**src/rtl/filt_pkg.sv**
```systemverilog
// Shared types and constants for the frame sequencer between the UART and the image filter.
package filt_pkg;

    typedef enum logic [2:0] {
        ST_IDLE   = 3'd0,
        ST_HDR    = 3'd1,
        ST_CHK    = 3'd2,
        ST_ACK    = 3'd3,
        ST_STREAM = 3'd4,
        ST_DRAIN  = 3'd5,
        ST_ERR    = 3'd6
    } seq_state_t;

    localparam logic [7:0] SYNC_BYTE = 8'hA5;
    localparam logic [7:0] ACK_BYTE  = 8'h5A;
    localparam logic [7:0] ERR_BYTE  = 8'hEE;

    localparam int DIM_W = 10;
    localparam int CNT_W = 20;

    // A dimension is unusable when it is zero or larger than the limit.
    function automatic logic dim_bad(input logic [15:0] dim, input int max_dim);
        return (dim == 16'd0) || (dim > 16'(max_dim));
    endfunction

endpackage

```
**src/rtl/filt_frame_seq_hdr_parser.sv**
```systemverilog
// Collects the four header bytes into W and H and range-checks them
// during the single check cycle.
module hdr_parser
    import filt_pkg::*;
#(
    parameter int MAX_DIM = 640
) (
    input  logic             clk,
    input  logic             rst,
    input  logic             en,
    input  logic             byte_valid,
    input  logic [7:0]       byte_data,
    input  logic             chk,
    output logic             done,
    output logic             ok,
    output logic             bad,
    output logic [DIM_W-1:0] w_lo,
    output logic [DIM_W-1:0] h_lo
);

    logic [1:0]  idx;
    logic [15:0] w;
    logic [15:0] h;
    logic        range_bad;

    // Byte index and big-endian W/H assembly; the index rewinds outside HDR.
    always_ff @(posedge clk or posedge rst) begin
        if (rst) begin
            idx <= 2'd0;
            w   <= 16'd0;
            h   <= 16'd0;
        end else if (!en) begin
            idx <= 2'd0;
        end else if (byte_valid) begin
            case (idx)
                2'd0:    w[15:8] <= byte_data;
                2'd1:    w[7:0]  <= byte_data;
                2'd2:    h[15:8] <= byte_data;
                2'd3:    h[7:0]  <= byte_data;
                default: w       <= w;
            endcase
            idx <= idx + 2'd1;
        end else begin
            idx <= idx;
        end
    end

    assign range_bad = dim_bad(w, MAX_DIM) || dim_bad(h, MAX_DIM);
    assign done      = en && byte_valid && (idx == 2'd3);
    assign ok        = chk && !range_bad;
    assign bad       = chk && range_bad;
    assign w_lo      = w[DIM_W-1:0];
    assign h_lo      = h[DIM_W-1:0];

endmodule

```
**src/rtl/filt_frame_seq.sv**
```systemverilog
// Frame sequencer: parses the host header, streams pixels into the filter and
// returns the filtered bytes over UART TX behind a reply byte.
module filt_frame_seq
    import filt_pkg::*;
#(
    parameter int         MAX_DIM     = 640,
    parameter int         TIMEOUT_CYC = 2_000_000,
    parameter logic [7:0] SYNC_BYTE   = filt_pkg::SYNC_BYTE
) (
    input  logic             clk,
    input  logic             rst,
    input  logic [7:0]       rx_data,
    input  logic             rx_valid,
    output logic [7:0]       px_data,
    output logic             px_valid,
    input  logic             px_ready,
    input  logic [7:0]       fo_data,
    input  logic             fo_valid,
    output logic             fo_ready,
    output logic [7:0]       tx_data,
    output logic             tx_valid,
    input  logic             tx_ready,
    input  logic [3:0]       mode_sw,
    output logic [3:0]       cfg_mode,
    output logic [DIM_W-1:0] cfg_w,
    output logic [DIM_W-1:0] cfg_h,
    output logic             frame_start,
    output logic             busy,
    output logic             err_timeout,
    output logic             err_overrun,
    output logic             err_dim,
    output logic [15:0]      frame_cnt,
    output logic [2:0]       state_dbg
);

    localparam int TW = $clog2(TIMEOUT_CYC + 1);

    seq_state_t       state;
    seq_state_t       state_nx;
    logic [7:0]       hold;
    logic             hold_full;
    logic [CNT_W-1:0] total;
    logic [CNT_W-1:0] in_cnt;
    logic [CNT_W-1:0] out_cnt;
    logic [TW-1:0]    tmo_cnt;
    logic             hdr_done;
    logic             hdr_ok;
    logic             hdr_bad;
    logic [DIM_W-1:0] hdr_w;
    logic [DIM_W-1:0] hdr_h;
    logic             px_hs;
    logic             tx_hs;
    logic             out_open;
    logic             overrun;
    logic             timed;
    logic             tmo_hit;
    logic             frame_done;

    hdr_parser #(.MAX_DIM(MAX_DIM)) u_hdr (
        .clk        (clk),
        .rst        (rst),
        .en         (state == ST_HDR),
        .byte_valid (rx_valid),
        .byte_data  (rx_data),
        .chk        (state == ST_CHK),
        .done       (hdr_done),
        .ok         (hdr_ok),
        .bad        (hdr_bad),
        .w_lo       (hdr_w),
        .h_lo       (hdr_h)
    );

    // Output path stops once the frame's byte count has been returned.
    assign out_open = (out_cnt != total);

    // Per-state handshake outputs toward the filter and the UART.
    always_comb begin
        px_valid = 1'b0;
        tx_valid = 1'b0;
        tx_data  = 8'h00;
        fo_ready = 1'b0;
        case (state)
            ST_ACK: begin
                tx_valid = 1'b1;
                tx_data  = ACK_BYTE;
            end
            ST_STREAM: begin
                px_valid = hold_full;
                tx_valid = fo_valid && out_open;
                tx_data  = fo_data;
                fo_ready = tx_ready && out_open;
            end
            ST_DRAIN: begin
                tx_valid = fo_valid && out_open;
                tx_data  = fo_data;
                fo_ready = tx_ready && out_open;
            end
            ST_ERR: begin
                fo_ready = 1'b1;
                tx_valid = 1'b1;
                tx_data  = ERR_BYTE;
            end
            default: begin
                tx_data = 8'h00;
            end
        endcase
    end

    assign px_hs   = px_valid && px_ready;
    assign tx_hs   = tx_valid && tx_ready;
    assign overrun = (state == ST_STREAM) && rx_valid && hold_full && !px_hs;
    assign timed   = (state == ST_HDR) || (state == ST_ACK) ||
                     (state == ST_STREAM) || (state == ST_DRAIN);
    assign tmo_hit = timed && !(rx_valid || px_hs || tx_hs) &&
                     (tmo_cnt == TW'(TIMEOUT_CYC - 1));

    // Next-state selection.
    always_comb begin
        state_nx = state;
        case (state)
            ST_IDLE: begin
                if (rx_valid && (rx_data == SYNC_BYTE)) state_nx = ST_HDR;
                else                                    state_nx = ST_IDLE;
            end
            ST_HDR: begin
                if (tmo_hit)       state_nx = ST_ERR;
                else if (hdr_done) state_nx = ST_CHK;
                else               state_nx = ST_HDR;
            end
            ST_CHK: begin
                if (hdr_bad) state_nx = ST_ERR;
                else         state_nx = ST_ACK;
            end
            ST_ACK: begin
                if (tmo_hit)    state_nx = ST_ERR;
                else if (tx_hs) state_nx = ST_STREAM;
                else            state_nx = ST_ACK;
            end
            ST_STREAM: begin
                if (overrun || tmo_hit) state_nx = ST_ERR;
                else if (in_cnt == total) state_nx = out_open ? ST_DRAIN : ST_IDLE;
                else                      state_nx = ST_STREAM;
            end
            ST_DRAIN: begin
                if (tmo_hit)       state_nx = ST_ERR;
                else if (!out_open) state_nx = ST_IDLE;
                else               state_nx = ST_DRAIN;
            end
            ST_ERR: begin
                if (tx_hs) state_nx = ST_IDLE;
                else       state_nx = ST_ERR;
            end
            default: state_nx = ST_IDLE;
        endcase
    end

    assign frame_done = ((state == ST_STREAM) || (state == ST_DRAIN)) && (state_nx == ST_IDLE);

    // State register.
    always_ff @(posedge clk or posedge rst) begin
        if (rst) state <= ST_IDLE;
        else     state <= state_nx;
    end

    // One-byte holding register between the UART and the filter.
    always_ff @(posedge clk or posedge rst) begin
        if (rst) begin
            hold      <= 8'h00;
            hold_full <= 1'b0;
        end else begin
            case (state)
                ST_ACK: begin
                    if (rx_valid) begin
                        hold      <= rx_data;
                        hold_full <= 1'b1;
                    end else begin
                        hold_full <= hold_full;
                    end
                end
                ST_STREAM: begin
                    if (rx_valid && (!hold_full || px_hs)) begin
                        hold      <= rx_data;
                        hold_full <= 1'b1;
                    end else if (px_hs) begin
                        hold_full <= 1'b0;
                    end else begin
                        hold_full <= hold_full;
                    end
                end
                default: hold_full <= 1'b0;
            endcase
        end
    end

    // Frame configuration and pixel counters, loaded during the check cycle.
    always_ff @(posedge clk or posedge rst) begin
        if (rst) begin
            cfg_mode    <= 4'd0;
            cfg_w       <= {DIM_W{1'b0}};
            cfg_h       <= {DIM_W{1'b0}};
            total       <= {CNT_W{1'b0}};
            in_cnt      <= {CNT_W{1'b0}};
            out_cnt     <= {CNT_W{1'b0}};
            frame_start <= 1'b0;
        end else begin
            frame_start <= hdr_ok;
            if (hdr_ok) begin
                cfg_mode <= mode_sw;
                cfg_w    <= hdr_w;
                cfg_h    <= hdr_h;
                total    <= CNT_W'(hdr_w) * CNT_W'(hdr_h);
            end else begin
                total <= total;
            end
            if (state == ST_CHK) begin
                in_cnt  <= {CNT_W{1'b0}};
                out_cnt <= {CNT_W{1'b0}};
            end else begin
                in_cnt  <= in_cnt + CNT_W'(px_hs);
                out_cnt <= out_cnt + CNT_W'(tx_hs && ((state == ST_STREAM) || (state == ST_DRAIN)));
            end
        end
    end

    // Inactivity counter; saturates so a stalled ERR reply cannot wrap it.
    always_ff @(posedge clk or posedge rst) begin
        if (rst)                                          tmo_cnt <= {TW{1'b0}};
        else if ((state == ST_IDLE) || rx_valid || px_hs || tx_hs) tmo_cnt <= {TW{1'b0}};
        else if (tmo_cnt != TW'(TIMEOUT_CYC))             tmo_cnt <= tmo_cnt + {{(TW-1){1'b0}}, 1'b1};
        else                                              tmo_cnt <= tmo_cnt;
    end

    // Sticky error flags and the completed-frame counter.
    always_ff @(posedge clk or posedge rst) begin
        if (rst) begin
            err_timeout <= 1'b0;
            err_overrun <= 1'b0;
            err_dim     <= 1'b0;
            frame_cnt   <= 16'd0;
        end else begin
            err_timeout <= err_timeout || tmo_hit;
            err_overrun <= err_overrun || overrun;
            err_dim     <= err_dim || hdr_bad;
            frame_cnt   <= frame_cnt + {15'd0, frame_done};
        end
    end

    assign px_data   = hold;
    assign busy      = (state != ST_IDLE);
    assign state_dbg = state;

endmodule

```
**config.mk**
```make
export PLATFORM = sky130hd
export DESIGN_NAME = filt_frame_seq
export DESIGN_NICKNAME = d
export VERILOG_FILES = /design/src/rtl/filt_pkg.sv /design/src/rtl/filt_frame_seq_hdr_parser.sv /design/src/rtl/filt_frame_seq.sv
export SDC_FILE = /design/constraint.sdc
export NUM_CORES = 1
export LEC_CHECK = 0
export ABC_AREA = 1
export CAP_MARGIN = 20
export CELL_PAD_IN_SITES_DETAIL_PLACEMENT = 0
export CELL_PAD_IN_SITES_GLOBAL_PLACEMENT = 1
export CORE_ASPECT_RATIO = 1.75
export CORE_MARGIN = 5
export CORE_UTILIZATION = 40
export CTS_BUF_LIST = sky130_fd_sc_hd__clkbuf_16
export CTS_CLUSTER_SIZE = 24
export DETAILED_ROUTE_END_ITERATION = 10
export GPL_TIMING_DRIVEN = 0
export PLACE_DENSITY = 0.83
export SYNTH_ARGS = -nofsm -noshare
export SYNTH_HDL_FRONTEND = slang
export SYNTH_SLANG_ARGS = --single-unit
```
**constraint.sdc**
```tcl
create_clock -name clk -period 5.65 [get_ports clk]
set_input_delay 0.8475 -clock clk [delete_from_list [all_inputs] [get_ports clk]]
set_output_delay 0.8475 -clock clk [all_outputs]
set_load 0.02 [all_outputs]
```
## Yosys cells after proc, flatten, opt, wreduce, memory -nomap -nowiden

Index checks and enable logic that the tools add are counted.

- Register bits: 171
- Bits of input ports: 26

- $add $sub $neg: 5
- $mul: 1
- Magnitude comparators: 2
- Equal/unequal tests: 18
- Muxes and demuxes: 29
- Reduce and logical (&&, ||, !) cells: 54

Operator list:

| cell | number |
|---|---|
| $mux 21 | 2 |
| $add 20x1->20 | 2 |
| $mux 20 | 2 |
| $gt 16x10->1 const B | 2 |
| $logic_not 16->1 | 2 |
| $mux 3 | 9 |
| $pmux 8 s3 | 1 |
| $add 21x1->21 const B | 1 |
| $eq 21x21->1 const B | 1 |
| $ne 21x21->1 const B | 1 |
| $pmux 3 s7 | 1 |
| $eq 20x20->1 | 1 |
| $mul 10x10->20 | 1 |
| $ne 20x20->1 | 1 |
| $logic_and 1x1->1 | 17 |
| $logic_or 1x1->1 | 17 |
| $add 16x1->16 | 1 |
| $mux 8 | 2 |
| $pmux 8 s2 | 1 |
| $reduce_and 3->1 | 5 |
| $eq 3x3->1 const B | 3 |
| $eq 8x8->1 const B | 1 |
| $eq 3x2->1 const B | 2 |
| $logic_not 3->1 | 2 |
| other kinds (16) | 31 |

## Longest topological paths before layout

Gate-level depths: netlist of the first run.

- Word-level depth: 14
- Gate-level depth with buffers: 27
- Mapped depth without buffers: 27

## Modules after synthesis

Synthesis of the first run repeated with hierarchy kept, for this count alone.

- Cells, all modules: 1602
- Area total of the unflattened synthesis: 12260.5 µm²

By module, submodules not included:

| module | times used | cells each | area an instance (µm²) |
|---|---|---|---|
| filt_frame_seq | 1 | 1353 | 10373.7 |
| hdr_parser | 1 | 249 | 1886.8 |

## Worst setup path before layout of the first run

Ideal clock, no wire load.

- Path type: register to register
- Start point: register u_hdr.h[9]
- End point: register total[18]
- Data arrival time: 4.559 ns
- Required time: 5.526 ns
- Slack: 0.967 ns
- Stages on the path, launching flop included: 17
- Path buffers: 1
- Cells stage by stage: dfrtp_1 > clkbuf_1 > nand2_1 > fa_1 > fa_1 > inv_1 > fa_1 > fa_1 > fa_1 > ha_1 > a21oi_1 > o21ai_0 > nand2_1 > nand4_1 > a211oi_1 > xor2_1 > a21oi_1

- Word-level cells in the longest chain between the ends: 5

RTL lines:

| item | RTL line | source |
|---|---|---|
| from (decl) | filt_frame_seq_hdr_parser.sv:23 | `logic [15:0] h;` |
| from (signal assigned) | filt_frame_seq_hdr_parser.sv:38 | `2'd2: h[15:8] <= byte_data;` |
| branches (longest 5 deep; another with $mul 10x10->20) | -- |  |
| to (signal assigned) | filt_frame_seq.sv:201 | `total <= {CNT_W{1'b0}};` |
| to (signal assigned) | filt_frame_seq.sv:211 | `total <= CNT_W'(hdr_w) * CNT_W'(hdr_h);` |
| to (signal assigned) | filt_frame_seq.sv:213 | `total <= total;` |
| to (decl) | filt_frame_seq.sv:42 | `logic [CNT_W-1:0] total;` |

Several ways; the timed one is not identified.
A chain may end at the register's enable or synchronous reset.

## Final worst setup path of the first run

- Start point: register u_hdr.h[2]
- End point: register total[15]

Same word-level chain as after synthesis.

==> summary.txt, run 1 <==
VDD IR max = 0.222 mV
drt first pass iters = 5
Worst Path Arrival = 5.60 ns
# rows = 83
slew margin rel. = 53.7%
Core Area = 29300 sq um
CTS sink cnt = 171
leakage = 7.05 nW
Pwr Density = 321 nW/um^2
crit path cell chain = clkbuf_1 -> nand2_1 -> fa_1 -> fa_1 -> inv_1 -> ha_1 -> inv_1 -> fa_1 -> inv_1 -> fa_1 -> ha_1 -> a21oi_1 -> o21ai_0 -> a21oi_1 -> inv_1 -> a21oi_1 -> o21ai_0 -> xor2_1 -> nor2_1 -> a21oi_1
routed len/inst = 15.4 um
R2R depth = 20
Die X = 140 um
CTS tree = done
number of global-route vias before repair = 10000
most frequent cells after synthesis = nand2_1, inv_1, dfrtp_1
Clock Skew = 0.0112 ns
Worst setup SP type = flip-flop
cell with the most instances after synthesis = nand2_1
Nets = 1748
initial antenna violation count = 0
Max Fclk = 0.188 GHz
asr flop ratio synth = 100%
Yosys top cell area share = 36.1%
worst reg2reg setup slack = 0.34 ns
CP peak stage delay = 0.52 ns
post-CTS setup buffers = 0
die area = 33300 sq um
status = complete, no violations
Worst-path clk slew = 0.07 ns
Crit path depth = 20
PortBufs = 92
routed vias/inst = 4.92
layout cells sized above 1 = 6.91%
antenna cells = 0
dominant cells by area after synthesis = dfrtp_1, nand2_1, fa_1
RePlAce Congestion = 0.868
Worst-Margin Slew = 0.695 ns
Ys Warns = 0
post-CTS sizing = 0
CP required = 5.94 ns
Yosys reg bits = 171
Die Span Y = 238 um
maxcap violations = 0
synthesized instance count = 1492
final hold viol count = 0
Mapped Avg Cell Area = 7.95 sq um
Finished Core Util = 47.3%
worst skew pair latency = 0.44 ns
Syn Nets = 1647
Vias = 9784
dpl hpwl = 24700 um
setup tns final = 0 ns
CP endpoint kind = flip-flop
largest net degree at the start of global routing = 109
Pins Over Slew Limit = 0
Post-DRT Antenna Nets = 0
Area Overhead vs Synth = 16.8%
predominant post-synthesis flop cell = dfrtp_1
kind of critical path = reg -> reg
Min-Delay Path Class = reg -> reg
reg2reg end = total[15]
first-pass GRT wire length = 50000 um
total routed wirelength = 30500 um
# DRC = 0
Synth area leader = dfrtp_1
Final Setup Violations = 0
Total GRT Usage = 18.7%
Critical Path Fanout Max = 10
initial drt markers = 415
Min Clock Period, post-route = 5.31 ns
Initial Util = 40.5%
Max Buffers Root-to-Sink = 2
WP buf/inv = 5
Critical path origin = u_hdr.h[2]
Post-synth EDFFs = 0
root buffer cell = clkbuf_16
Worst setup endpoint = total[15]
H-tree levels = 4
Worst path slowest cell = fa_1
unrepaired setup endpoints after global routing = no
hold_buf cts = 0
post-synthesis sequential area ratio = 36.1%
critical path's top delay family = adder cells
gr ovfl total = 0
mapped cell area = 11900 sq um
IO Pins = 93
library cells used by synthesis = 49
fin crit share = 93.9%
R2R Path Start = u_hdr.h[2]
total CTS buffers = 17
==> state kept, by name, summed over array words and instances, names as in the netlist <==
signal	cells
total	20
cfg_w	10
state_dbg	3
u_hdr.h	16
px_data	8
tmo_cnt	21
cfg_h	10
u_hdr.idx	2
err_timeout	1
u_hdr.w	16
in_cnt	20
err_overrun	1
hold_full	1
frame_start	1
cfg_mode	4
err_dim	1
out_cnt	20
frame_cnt	16
==> where the power goes <==
group | internal [mW] | switching, mW | leakage, nW
Combinational | 0.619 | 0.977 | 4.48
Sequential | 1.39 | 0.251 | 2.27
Clock | 0.669 | 0.546 | 0.294
Total | 2.68 | 1.77 | 7.05
==> worst min-delay path by stage <==
stage | startpoint | endpoint | slack [ns] | cells past startpoint
floorplan | u_hdr.h[11] | u_hdr.h[11] | 0.45 | 2
global placement | err_timeout | err_timeout | 0.45 | 2
detailed placement | err_overrun | err_overrun | 0.45 | 2
CTS | err_overrun | err_overrun | 0.47 | 2
global route | frame_cnt[15] | frame_cnt[15] | 0.49 | 1
finish | frame_cnt[15] | frame_cnt[15] | 0.47 | 1
==> per-layer routing <==
layer | global-route usage, % | wire length (um) | vias to the layer above
met4 | 8.08 | 1180 | 0
met3 | 2.31 | 720 | 51
met1 | 19.9 | 11400 | 4714
met5 | 0 | 0 | -
met2 | 36.3 | 17300 | 152
li1 | - | - | 4867
==> stage by stage <==
step	setup WS [ns]	cells	cell area (sq um)	hold WS, ns	power (mW)
after CTS	0.204	1999	13900	0.473	4.53
final	0.344	1988	13900	0.471	4.45
after detailed placement	0.209	1967	13300	0.454	3.29
after global routing	0.000655	1988	13900	0.494	4.79
after floorplan	0.171	1492	11900	0.445	2.73
after global placement	-2.27	1966	13300	0.452	3.26
==> final cells by class <==
type | instances | area (sq um)
plain buffers | 29 | 126
repair buffers | 93 | 948
fillers | 2892 | 15400
well taps | 382 | 478
inverters | 279 | 1050
clock buffers | 17 | 425
clock inverters | 15 | 179
multi-input cells | 1002 | 6370
flip-flops and latches | 171 | 4280
==> layout by cell type (no fill, tap or decap), types with 5 or more instances in the layout <==
cell type	instances
o22ai_1	6
clkbuf_16	17
fa_1	62
nand4_1	23
a21oi_1	57
o21ai_0	90
xor2_1	30
nor2_2	12
a211oi_1	5
nand3_1	43
clkbuf_1	24
nor4_1	5
inv_2	19
nand2_1	373
nor3_1	42
ha_1	67
clkdlybuf4s50_1	92
o21ai_1	8
nand2_2	6
nor3_2	5
inv_8	5
o21ai_2	12
nor2_1	97
dfrtp_1	171
xnor2_1	17
inv_1	259
==> logic make-up after synthesis <==
| logic type | count (synthesis) | synth area share, % |
|---|---|---|
| adder cells (fa/ha/maj) | 129 | 17.5 |
| XOR/XNOR | 47 | 3.47 |
| AND/OR/NAND/NOR | 629 | 23.3 |
| buffers and inverters | 319 | 10.2 |
| AO/OA/AOI/OAI | 197 | 9.34 |
| flip-flops | 171 | 36.1 |
No activity file was read; power rests on OpenSTA's default activity.
==> run 2, diff against run 1 <==
- HOLD_SLACK_MARGIN: default -> 0.06
- SKIP_CTS_REPAIR_TIMING: default -> 1
- TNS_END_PERCENT: default -> 1
==> results of run 2 <==
Final layout, timing and power as in run 1 (identical DEF).
==> run 3, diff against run 2 <==
- CTS_CLUSTER_DIAMETER: default -> 150
==> results of run 3 <==
Final layout, timing and power as in run 1 (identical DEF).
